<file path="src/rtl/adc108s102_pkg.sv">
// Shared constants and FSM state type for the ADC108S102 responder.
// Latency and backpressure: none, declarations only.
package adc108s102_pkg;
    localparam int DATA_W          = 10;
    localparam int NCH             = 8;
    localparam int CH_W            = 3;
    localparam int FRAME_BITS      = 16;
    localparam int CNT_W           = 5;
    localparam int LEAD_ZEROS      = 4;
    localparam int TRAIL_ZEROS     = 2;
    localparam int ADDR_FIRST_EDGE = 3;
    localparam int ADDR_LAST_EDGE  = 5;

    typedef enum logic [1:0] {
        IDLE   = 2'd0,
        ACTIVE = 2'd1,
        DONE   = 2'd2
    } state_t;
endpackage

</file>
<file path="src/rtl/adc108s102_responder_sync_edge_det.sv">
// Synchronizer for one master-side pin plus rise/fall pulses taken from its last stage.
// Latency: STAGES cycles to the pulses; backpressure: none, pulses are never held.
module sync_edge_det #(
    parameter int   STAGES   = 2,
    parameter logic IDLE_VAL = 1'b1
) (
    input  logic clk,
    input  logic rst,
    input  logic d,
    output logic rise,
    output logic fall
);
    logic [STAGES-1:0] sync_q;
    logic              last_q;

    always_ff @(posedge clk) begin
        if (rst) begin
            sync_q <= {STAGES{IDLE_VAL}};
            last_q <= IDLE_VAL;
        end else begin
            sync_q <= {sync_q[STAGES-2:0], d};
            last_q <= sync_q[STAGES-1];
        end
    end

    assign rise = sync_q[STAGES-1] & ~last_q;
    assign fall = ~sync_q[STAGES-1] & last_q;
endmodule

</file>
<file path="src/rtl/adc108s102_responder.sv">
// Converter side of the ADC108S102 link: serves 16-bit DOUT frames from ch_data, decodes the next channel from DIN.
// Latency: SYNC_STAGES+1 clk from pin edge to dout/dout_oe; backpressure: none, the master paces everything via SCLK/CS_N.
module adc108s102_responder
    import adc108s102_pkg::*;
#(
    parameter int SYNC_STAGES = 2
) (
    input  logic                     clk,
    input  logic                     rst,
    input  logic [NCH*DATA_W-1:0]    ch_data,
    input  logic                     sclk,
    input  logic                     cs_n,
    input  logic                     din,
    output logic                     dout,
    output logic                     dout_oe,
    output logic [CH_W-1:0]          cur_ch,
    output logic                     frame_done,
    output logic                     frame_err
);
    localparam logic [CNT_W-1:0] LAST_RISE = CNT_W'(FRAME_BITS);
    localparam logic [CNT_W-1:0] A_FIRST   = CNT_W'(ADDR_FIRST_EDGE);
    localparam logic [CNT_W-1:0] A_LAST    = CNT_W'(ADDR_LAST_EDGE);

    logic                   sclk_rise, sclk_fall, cs_rise, cs_fall;
    logic [SYNC_STAGES-1:0] din_sync;
    logic                   din_s;
    state_t                 state;
    logic [FRAME_BITS-1:0]  shreg;
    logic [FRAME_BITS-1:0]  frame_word;
    logic [DATA_W-1:0]      sample;
    logic [CNT_W-1:0]       rise_cnt, rise_nxt;
    logic [CH_W-1:0]        addr_nxt;

    sync_edge_det #(.STAGES(SYNC_STAGES), .IDLE_VAL(1'b1)) u_sclk_det (
        .clk  (clk),
        .rst  (rst),
        .d    (sclk),
        .rise (sclk_rise),
        .fall (sclk_fall)
    );

    sync_edge_det #(.STAGES(SYNC_STAGES), .IDLE_VAL(1'b1)) u_cs_det (
        .clk  (clk),
        .rst  (rst),
        .d    (cs_n),
        .rise (cs_rise),
        .fall (cs_fall)
    );

    // Same depth as the edge detectors so din lines up with the sclk_rise it belongs to.
    always_ff @(posedge clk) begin
        if (rst) din_sync <= '0;
        else     din_sync <= {din_sync[SYNC_STAGES-2:0], din};
    end
    assign din_s = din_sync[SYNC_STAGES-1];

    assign sample     = ch_data[int'(cur_ch)*DATA_W +: DATA_W];
    assign frame_word = {{LEAD_ZEROS{1'b0}}, sample, {TRAIL_ZEROS{1'b0}}};
    assign rise_nxt   = (rise_cnt == LAST_RISE) ? rise_cnt : rise_cnt + 1'b1;

    always_ff @(posedge clk) begin
        if (rst) begin
            state      <= IDLE;
            shreg      <= '0;
            rise_cnt   <= '0;
            addr_nxt   <= '0;
            cur_ch     <= '0;
            dout       <= 1'b0;
            dout_oe    <= 1'b0;
            frame_done <= 1'b0;
            frame_err  <= 1'b0;
        end else begin
            frame_done <= 1'b0;
            frame_err  <= 1'b0;
            case (state)
                IDLE: begin
                    if (cs_fall) begin
                        shreg    <= frame_word;
                        dout     <= frame_word[FRAME_BITS-1];
                        dout_oe  <= 1'b1;
                        rise_cnt <= '0;
                        addr_nxt <= '0;
                        state    <= ACTIVE;
                    end
                end
                ACTIVE: begin
                    // A CS_N edge takes priority over any SCLK edge seen in the same cycle.
                    if (cs_rise) begin
                        frame_err <= 1'b1;
                        dout_oe   <= 1'b0;
                        dout      <= 1'b0;
                        state     <= IDLE;
                    end else begin
                        if (sclk_fall) begin
                            shreg <= {shreg[FRAME_BITS-2:0], 1'b0};
                            dout  <= shreg[FRAME_BITS-2];
                        end
                        if (sclk_rise) begin
                            rise_cnt <= rise_nxt;
                            if (rise_nxt >= A_FIRST && rise_nxt <= A_LAST)
                                addr_nxt <= {addr_nxt[CH_W-2:0], din_s};
                            if (rise_nxt == LAST_RISE) begin
                                dout  <= 1'b0;
                                state <= DONE;
                            end
                        end
                    end
                end
                DONE: begin
                    if (cs_rise) begin
                        cur_ch     <= addr_nxt;
                        frame_done <= 1'b1;
                        dout_oe    <= 1'b0;
                        dout       <= 1'b0;
                        state      <= IDLE;
                    end
                end
                default: state <= IDLE;
            endcase
        end
    end
endmodule

</file>
<file path="config.mk">
export PLATFORM = sky130hd
export DESIGN_NAME = adc108s102_responder
export DESIGN_NICKNAME = d
export VERILOG_FILES = /design/src/rtl/adc108s102_pkg.sv /design/src/rtl/adc108s102_responder_sync_edge_det.sv /design/src/rtl/adc108s102_responder.sv
export SDC_FILE = /design/constraint.sdc
export NUM_CORES = 1
export LEC_CHECK = 0
export ABC_AREA = 1
export ABC_CLOCK_PERIOD_IN_PS = 4800
export CAP_MARGIN = 20
export CORE_ASPECT_RATIO = 0.5
export CORE_MARGIN = 2
export CORE_UTILIZATION = 48
export CTS_BUF_LIST = sky130_fd_sc_hd__clkbuf_16
export DETAILED_ROUTE_END_ITERATION = 16
export PLACE_DENSITY = 0.86
export RECOVER_POWER = 100
export SYNTH_ARGS = -nofsm -noshare
export SYNTH_HDL_FRONTEND = slang
export SYNTH_SLANG_ARGS = --single-unit
</file>
<file path="constraint.sdc">
create_clock -name clk -period 4.8 [get_ports clk]
set_input_delay 0.96 -clock clk [delete_from_list [all_inputs] [get_ports clk]]
set_output_delay 0.96 -clock clk [all_outputs]
set_load 0.05 [all_outputs]
</file>
# == Word level (Yosys, flattened, before mapping) ==
# Index checks and enable logic that the tools add are counted.
# totals
ff_bits,40
latch_bits,0
ramBits,0
rom_bits,0
mem_count,0
# op_classes
addsub,1
n_mul,1
n_div,0
order_cmp,2
eq_ne,13
shifts,1
muxes,30
bitwise_logic,10
reduce_logical,15
# ops
cell,count
variable part select 80 x 8 -> 10 bit,1
2-to-1 mux 15 bit,3
one-hot mux 15 bit (2 select lines),1
2-to-1 mux 5 bit,4
2-to-1 mux 3 bit,4
"inequality test 2 bit, second input constant",6
AND reduction 4 bit,3
"equality test 5 bit, second input constant",2
2-to-1 mux 2 bit,5
one-hot mux 5 bit (2 select lines),1
2-to-1 mux 1 bit,8
"multiplier 3 x 3 -> 6 bit, second input constant",1
"inequality test 3 bit, second input constant",2
NOT 1 bit,6
one-hot mux 2 bit (3 select lines),1
one-hot mux 3 bit (2 select lines),1
AND reduction 3 bit,2
OR reduction 2 bit,3
"adder 5 x 1 -> 5 bit, second input constant",1
">= comparator 5 x 2 -> 1 bit, second input constant",1
"<= comparator 5 x 3 -> 1 bit, second input constant",1
AND reduction 5 bit,1
AND 1 bit,4
nonzero test 2 bit,2
other kinds (9),9

# == Logic depth before layout (Yosys ltp) ==
# Gate-level depths: netlist (run 1).
# depth
depth_word,8
ltp_mapped,14
mapped_depth_nobuf,14

# == Hierarchy ==
# From an unflattened synthesis (run 1), not the netlist that was laid out.
# hier_totals
cells_unflattened,431
hier_area_um2,2610.0
# modules_own_cells
module,n_inst,cells_per_inst,area_each_um2
adc108s102_responder,1,405,2414.8
sync_edge_det,2,13,97.6

# == Least setup slack after synthesis (run 1) ==
# Ideal clock, no wire load.
# synth_timing
path_type,reg-to-output
from,register cur_ch[0]
to,output cur_ch[0]
t_arrival_ns,0.668
required_ns,3.840
setup_slack_ns,3.172
stages_incl_launch_ff,1
path_cell_list,dfxtp_1
# synth_rtl
item,line,rtl
"start, declared",adc108s102_responder.sv:16,"output logic [CH_W-1:0] cur_ch,"
"start signal, assigned",adc108s102_responder.sv:111,cur_ch <= addr_nxt;
# No word-level cell between the ends.

==> results of run 1 <==
==> layer usage <==
metal | routed length, µm | vias to the layer above | share of wire [%] | track usage (%)
met5 | 0 | - | 0 | 0
met4 | 69 | 0 | 1.0 | 8.333
met3 | 392 | 7 | 5.7 | 5.972
met2 | 3411 | 71 | 50 | 44.30
met1 | 2998 | 1216 | 44 | 26.72
li1 | - | 1442 | - | -
==> sequential cells by signal, indices dropped and copies added, names as in the netlist <==
register / count
u_cs_det.sync_q: 2
cur_ch: 3
u_sclk_det.sync_q: 2
dout: 1
shreg: 13
din_sync: 2
addr_nxt: 3
frame_done: 1
state: 2
rise_cnt: 5
u_sclk_det.last_q: 1
u_cs_det.last_q: 1
dout_oe: 1
frame_err: 1
==> power breakdown <==
part	internal [mW]	switching [mW]	leakage (nW)
Combinational	0.207	0.293	1.07
Sequential	0.371	0.0294	0.310
Clock	0.190	0.132	0.0672
Total	0.767	0.454	1.45
==> worst max-delay path: cells and delay by family <==
family | cells | cell delay, ns
buffers and inverters | 3 | 1.78
AO/OA/AOI/OAI | 2 | 0.26
==> cells in the final DEF (no fill, tap or decap), drive strengths merged <==
master / Yosys / routed
a211oi: 1 / 1
a21oi: 15 / 15
a31oi: 9 / 9
buf: 8 / 2
bufinv: 1 / 1
clkbuf: 13 / 6
clkdlybuf4s50: 0 / 83
clkinv: 0 / 2
clkinvlp: 0 / 1
dfxtp: 38 / 38
dlygate4sd3: 0 / 8
ha: 6 / 6
inv: 30 / 30
nand2: 83 / 83
nand3: 26 / 26
nand4: 2 / 2
nor2: 81 / 81
o211ai: 18 / 18
o21ai: 49 / 49
o221ai: 2 / 2
or2: 8 / 8
==> worst paths after layout <==
check                                           from              endpoint  slack [ns]  cells after the start
worst max-delay path                             rst             cur_ch[0]        1.94                      5
worst min-delay path            u_sclk_det.sync_q[0]  u_sclk_det.sync_q[1]        0.41                      1
worst max register to register              state[1]             shreg[11]        2.71                      9
worst min register to register  u_sclk_det.sync_q[0]  u_sclk_det.sync_q[1]        0.41                      1
==> cell families after synthesis <==
group                    share of synthesized area (%)
AND/OR/NAND/NOR                                  34.54
AO/OA/AOI/OAI                                    22.37
buffers and inverters                            9.502
flip-flops                                       30.57
adder cells (fa/ha/maj)                          3.017
==> cell usage after synthesis <==
library cell and number:
a211oi_2 1, a21oi_1 15, a31oi_1 9, buf_2 5, buf_4 1, buf_6 2, bufinv_8 1, clkbuf_1 13
dfxtp_1 38, ha_1 6, inv_1 28, inv_2 1, inv_4 1, nand2_1 76, nand2_2 6, nand2_4 1
nand3_1 26, nand4_1 2, nor2_1 77, nor2_2 2, nor2_4 1, nor2_8 1, o211ai_1 18, o21ai_0 47
o21ai_2 1, o21ai_4 1, o221ai_1 2, or2_2 8
==> metrics by stage <==
stage,cell area (µm²),hold WS [ns],total power [mW],utilization [%]
2_1_floorplan,2489,0.3883,0.7722,-
3_3_place_gp,3406,0.3902,0.8993,68.74
3_5_place_dp,3406,0.3985,0.9063,68.74
4_1_cts,3547,0.4087,1.227,71.59
5_1_grt,3538,0.4275,1.305,71.41
6_report,3538,0.4053,1.221,71.41
==> layout make-up <==
type / instances / share of cell area [%]
clock buffers: 5 / 3.536
clock inverters: 3 / 0.4597
inverters: 31 / 3.748
multi-input cells: 300 / 42.01
flip-flops and latches: 38 / 21.50
well taps: 70 / 2.475
repair buffers: 94 / 26.27
==> results.md, run 1 <==
* GRT overflow at 0
* Final cell count without fillers at 541
* Max Cap Viol at 0
* Unrepaired setup endpoints after global routing: false
* DRT Wirelength at 6872 µm
* Required time of the critical path at 4.94 ns
* Share of cells above drive strength 1 at 7.006%
* Final WS setup at 1.937 ns
* Gpl congestion at 0.8661
* Core Area at 4955 µm²
* Sequential share of the synthesized area at 30.57%
* First-pass GRT wire length at 10580 µm
* Post-cts hold buffer count at 0
* Vias per Instance at 5.057
* Port bufs at 91
* Multi-input logic area at 1486 µm²
* Fin. Hold Viols at 0
* Post-CTS setup buffer count at 0
* Avg WL per Cell at 12.70 µm
* Vias in the first global route at 2423
* GR Util All Layers at 23.33%
* Critical path launch point type: input port
* Worst hold-check path type: register to register
* CTS tree: yes
* Nets at 561
* Die width at 105.8 µm
* Final TNS setup at 0 ns
* TritonCTS buffer count at 5
* Post-Syn Area per Cell at 6.381 µm²
* Area Growth Syn to Fin at 42.18%
* N_diodes at 0
* Register area at 760.7 µm²
* Area leader, netlist: dfxtp_1
* Clock period minus worst slack at 2.863 ns
* Period utilization at 59.65%
* Max Slew Vio Count at 0
* Post-CTS Resized at 0
* FMAX at 0.3493 GHz
* Slew HR at 15.95%
* Iteration-0 DRC Markers at 146
* Slew @ Worst Pin at 1.261 ns
* DP HPWL at 4928 µm
* Inst Count DP at 533
* DRC at 0
* First-pass DRT Iterations at 5
* Clock-pin slew on the worst setup and hold paths at 0.06 ns
* Die Area at 5812 µm²
* Clk buf depth at 2
* Clk_skew at 0.004658 ns
* Clock root cell: clkbuf_16
* Yosys reg bits at 38
* Endpoints failing setup at 0
* Worst path slowest cell: clkbuf_1
* Outcome: complete, no violations
* Distinct cell type count of the synthesized netlist at 28
* Leakage at 1.448 nW
* Total power divided by cell area at 345.1 nW/µm²
* Worst-Skew Late Latency at 0.29 ns
* Synth Warn # at 0
* Initial antenna violation count at 0
* Worst VDD drop at 0.0001780 V
* Initial Util at 50.23%
* Clock Sinks at 38
* Detail Route Antenna Nets at 0
* Pin count of the biggest net entering global routing at 43
* Worst setup EP type: register
* Dpl ws at 2.317 ns
* FP Rows at 18
* Crit-path max cell delay at 0.92 ns
* CP Class: input port to register
* Arr. time, crit path at 3.00 ns
* Vert. Die Dim at 54.92 µm
* CP max FO at 31
* Via count at 2736
* Fillers at 433
* Post-Synthesis Cell Area at 2489 µm²
* Syn nets at 481
* Area share of the largest cell type after synthesis at 30.57%
* Syn Inst Count at 390
* Boundary Pins at 92
* CTS H-tree depth at 2
* Top post-synthesis cells by area: dfxtp_1 (31%), nor2_1 (12%), nand2_1 (11%), o21ai_0 (9.5%), o211ai_1 (5.4%)
* Critical path cell sequence: dlygate4sd3_1 > clkbuf_1 > inv_1 > o21ai_0 > a21oi_1
Power figures use the tool's default switching activity.
==> run 2: changes to the inputs <==
--- a/config.mk
+++ b/config.mk
@@ -6,14 +6,14 @@
 export NUM_CORES = 1
 export LEC_CHECK = 0
 export ABC_AREA = 1
-export ABC_CLOCK_PERIOD_IN_PS = 4800
+export ABC_CLOCK_PERIOD_IN_PS = 2400
 export CAP_MARGIN = 20
 export CORE_ASPECT_RATIO = 0.5
 export CORE_MARGIN = 2
-export CORE_UTILIZATION = 48
+export CORE_UTILIZATION = 41
 export CTS_BUF_LIST = sky130_fd_sc_hd__clkbuf_16
 export DETAILED_ROUTE_END_ITERATION = 16
-export PLACE_DENSITY = 0.86
+export PLACE_DENSITY = 0.78
 export RECOVER_POWER = 100
 export SYNTH_ARGS = -nofsm -noshare
 export SYNTH_HDL_FRONTEND = slang
==> constraint.sdc (replaced) <==
create_clock -name clk -period 2.4 [get_ports clk]
set_input_delay 0.48 -clock clk [delete_from_list [all_inputs] [get_ports clk]]
set_output_delay 0.48 -clock clk [all_outputs]
set_load 0.05 [all_outputs]
==> run 2 against run 1 <==
  * Design area rose by 1.4%
  * Routed wire length barely moved
  * Final cell count rose by 1.3%
  * Setup slack got worse by 1.5 ns
  * Sequential cell count did not move
  * Count of clock-buffer cells in the layout did not move
  * Core utilization fell by 8.0 points
  * Sequential share of layout area fell by 0.31 points
  * Largest power group unchanged
  * Highest routed layer unchanged
==> results.md, run 2 (synthesized netlist as in run 1, its figures left out) <==
* Port bufs at 91 (unchanged)
* CTS H-tree depth at 2 (unchanged)
* DRC at 0 (unchanged)
* Period utilization at 83.43%
* Pin count of the biggest net entering global routing at 42 (-2.3%)
* Clk buf depth at 2 (unchanged)
* WP buf/inv at 2 (-1)
* Die width at 114.2 µm (+7.9%)
* Max Cap Viol at 0 (unchanged)
* Area Growth Syn to Fin at 44.24%
* Worst-Skew Late Latency at 0.29 ns (about the same)
* N_diodes at 0 (unchanged)
* Die Area at 6747 µm² (+16%)
* Outcome: complete, no violations
* Largest regs: shreg x13, rise_cnt x5
* Via count at 2734 (-0.073%)
* Endpoints failing setup at 0 (unchanged)
* Iteration-0 DRC Markers at 209 (+43%)
* Clock root cell: clkbuf_16
* Fin. Hold Viols at 0 (unchanged)
* Nets at 565 (+0.71%)
* CP max FO at 5 (-84%)
* Vias in the first global route at 2457 (+1.4%)
* Crit-path max cell delay at 0.40 ns (-0.52 ns)
* Slew @ Worst Pin at 0.8783 ns (-0.3825 ns)
* Clock period minus worst slack at 2.002 ns
* Reg power frac at 31.8% (-1.0 points)
* Detail Route Antenna Nets at 0 (unchanged)
* Clk_skew at 0.008090 ns (+0.003432 ns)
* Worst VDD drop at 0.0003426 V (+92%)
* TritonCTS buffer count at 5 (unchanged)
* Initial Util at 43.98% (-6.2 points)
* Vert. Die Dim at 59.09 µm (+7.6%)
* Share of cells above drive strength 1 at 7.368% (+0.36 points)
* Sw Share at 35.26% (-1.9 points)
* Boundary Pins at 92 (unchanged)
* First-pass GRT wire length at 11470 µm (+8.4%)
* Critical path cell sequence: inv_1 > ha_1 > clkinvlp_2 > o21ai_0 > nand2_1 > nor2_2 > nand3_1 > a21oi_1
* Avg WL per Cell at 12.55 µm (-1.2%)
* Worst path slowest cell: o21ai_0
* Clock-pin slew on the worst setup and hold paths at 0.05 ns (about the same)
* Clock Sinks at 38 (unchanged)
* Final cell count without fillers at 548 (+1.3%)
* Initial antenna violation count at 0 (unchanged)
* Max Slew Vio Count at 0 (unchanged)
* GR Util All Layers at 21.36% (-2.0 points)
* Worst setup EP type: register
* Worst hold-check path type: register to register
* Inst Count DP at 540 (+1.3%)
* Slew HR at 41.45% (+26 points)
* Clk pwr share at 29.3% (+3.0 points)
* Power Total at 2.505 mW (+110%)
* Flip-flop count of the largest register after layout at 13 (unchanged)
* Post-CTS setup buffer count at 0 (unchanged)
* Arr. time, crit path at 2.21 ns (-0.79 ns)
* DRT Wirelength at 6876 µm (about the same)
* Post-cts hold buffer count at 0 (unchanged)
* Final Instance Area at 3590 µm² (+1.4%)
* Leakage at 1.472 nW (+1.7%)
* Dpl cell area at 3460 µm² (+1.6%)
* Commonest non-fill, non-tap cell in the layout: clkdlybuf4s50_1
* Vias per Instance at 4.989 (-1.3%)
* DP HPWL at 5251 µm (+6.6%)
* FMAX at 0.4994 GHz
* Register with the most flip-flops: shreg
* Unrepaired setup endpoints after global routing: false
* Comb pwr share at 39.0% (-1.9 points)
* CP Class: register to register
* Core Area at 5658 µm² (+14%)
* Critical path launch point type: register
* Required time of the critical path at 2.61 ns (-2.33 ns)
* Switching pwr at 0.8834 mW (+94%)
* CTS tree: yes
* Total power divided by cell area at 698.0 nW/µm² (+100%)
* FP Rows at 19 (+1)
* Post-CTS Resized at 0 (unchanged)
* Final TNS setup at 0 ns (unchanged)
* Most frequent cells in the layout: clkdlybuf4s50_1 (83), nand2_1 (77), nor2_1 (77)
* Gpl congestion at 0.8574 (-1.0%)
* GRT overflow at 0 (unchanged)
* First-pass DRT Iterations at 5 (unchanged)
* Internal Power at 1.622 mW (+110%)
* Top delay family on crit path: compound AO/OA/AOI/OAI gates
## run 2: changes by cell type in the layout (fill, tap and decap cells not counted), sizes merged
cell         before  now
buf               2    5
clkbuf            6    9
clkinv            2    0
dlygate4sd3       8    6
inv              30   32
## run 2: final cells by class
type                       count  area (µm²)
timing repair buffer          98       969.7
fill                         524        2068
clock buffer                   5       125.1
inverter                      31       120.1
tap                           73       91.34
multi-input combinational    300        1485
sequential                    38       760.7
clock inverter                 3       37.54
## run 2: power groups by stage
stage | sequential, mW | clock [mW] | combinational (mW)
after detailed placement | 0.808 | 0 | 1.01
after global placement | 0.809 | 0 | 0.992
after global routing | 0.810 | 0.770 | 1.11
final | 0.796 | 0.733 | 0.976
after CTS | 0.796 | 0.740 | 1.01
after floorplan | 0.827 | 0 | 0.718
## run 2: per-stage QoR
step / hold WS [ns] / utilization (%) / worst slack (ns)
3_5_place_dp: 0.3945 / 61.15 / 0.5977
5_1_grt: 0.4162 / 63.45 / 0.2202
6_report: 0.4077 / 63.45 / 0.3977
4_1_cts: 0.4080 / 64.02 / 0.4691
3_3_place_gp: 0.3901 / 61.15 / 0.6624
2_1_floorplan: 0.3883 / - / 0.7729
## run 2: path summary, 6_finish.rpt
check | startpoint | end | slack (ns) | depth (start not counted)
min reg2reg | din_sync[0] | din_sync[1] | 0.41 | 2
max | state[1] | rise_cnt[3] | 0.40 | 8
max reg2reg | state[1] | rise_cnt[3] | 0.40 | 8
min | din_sync[0] | din_sync[1] | 0.41 | 2
## run 2: tightest hold or removal path: cells and delay by family (launching register included)
kind | cells | cell delay [ns]
buf+inv | 1 | 0.04
simple gates | 1 | 0.03
flops | 1 | 0.29
## run 2: layer usage
metal	vias to the layer above	track usage (%)	part of all wire [%]
met5	-	0	0
met1	1198	28.27	47
met2	68	34.86	46
li1	1454	-	-
met4	0	5.923	2.4
met3	14	5.828	4.5
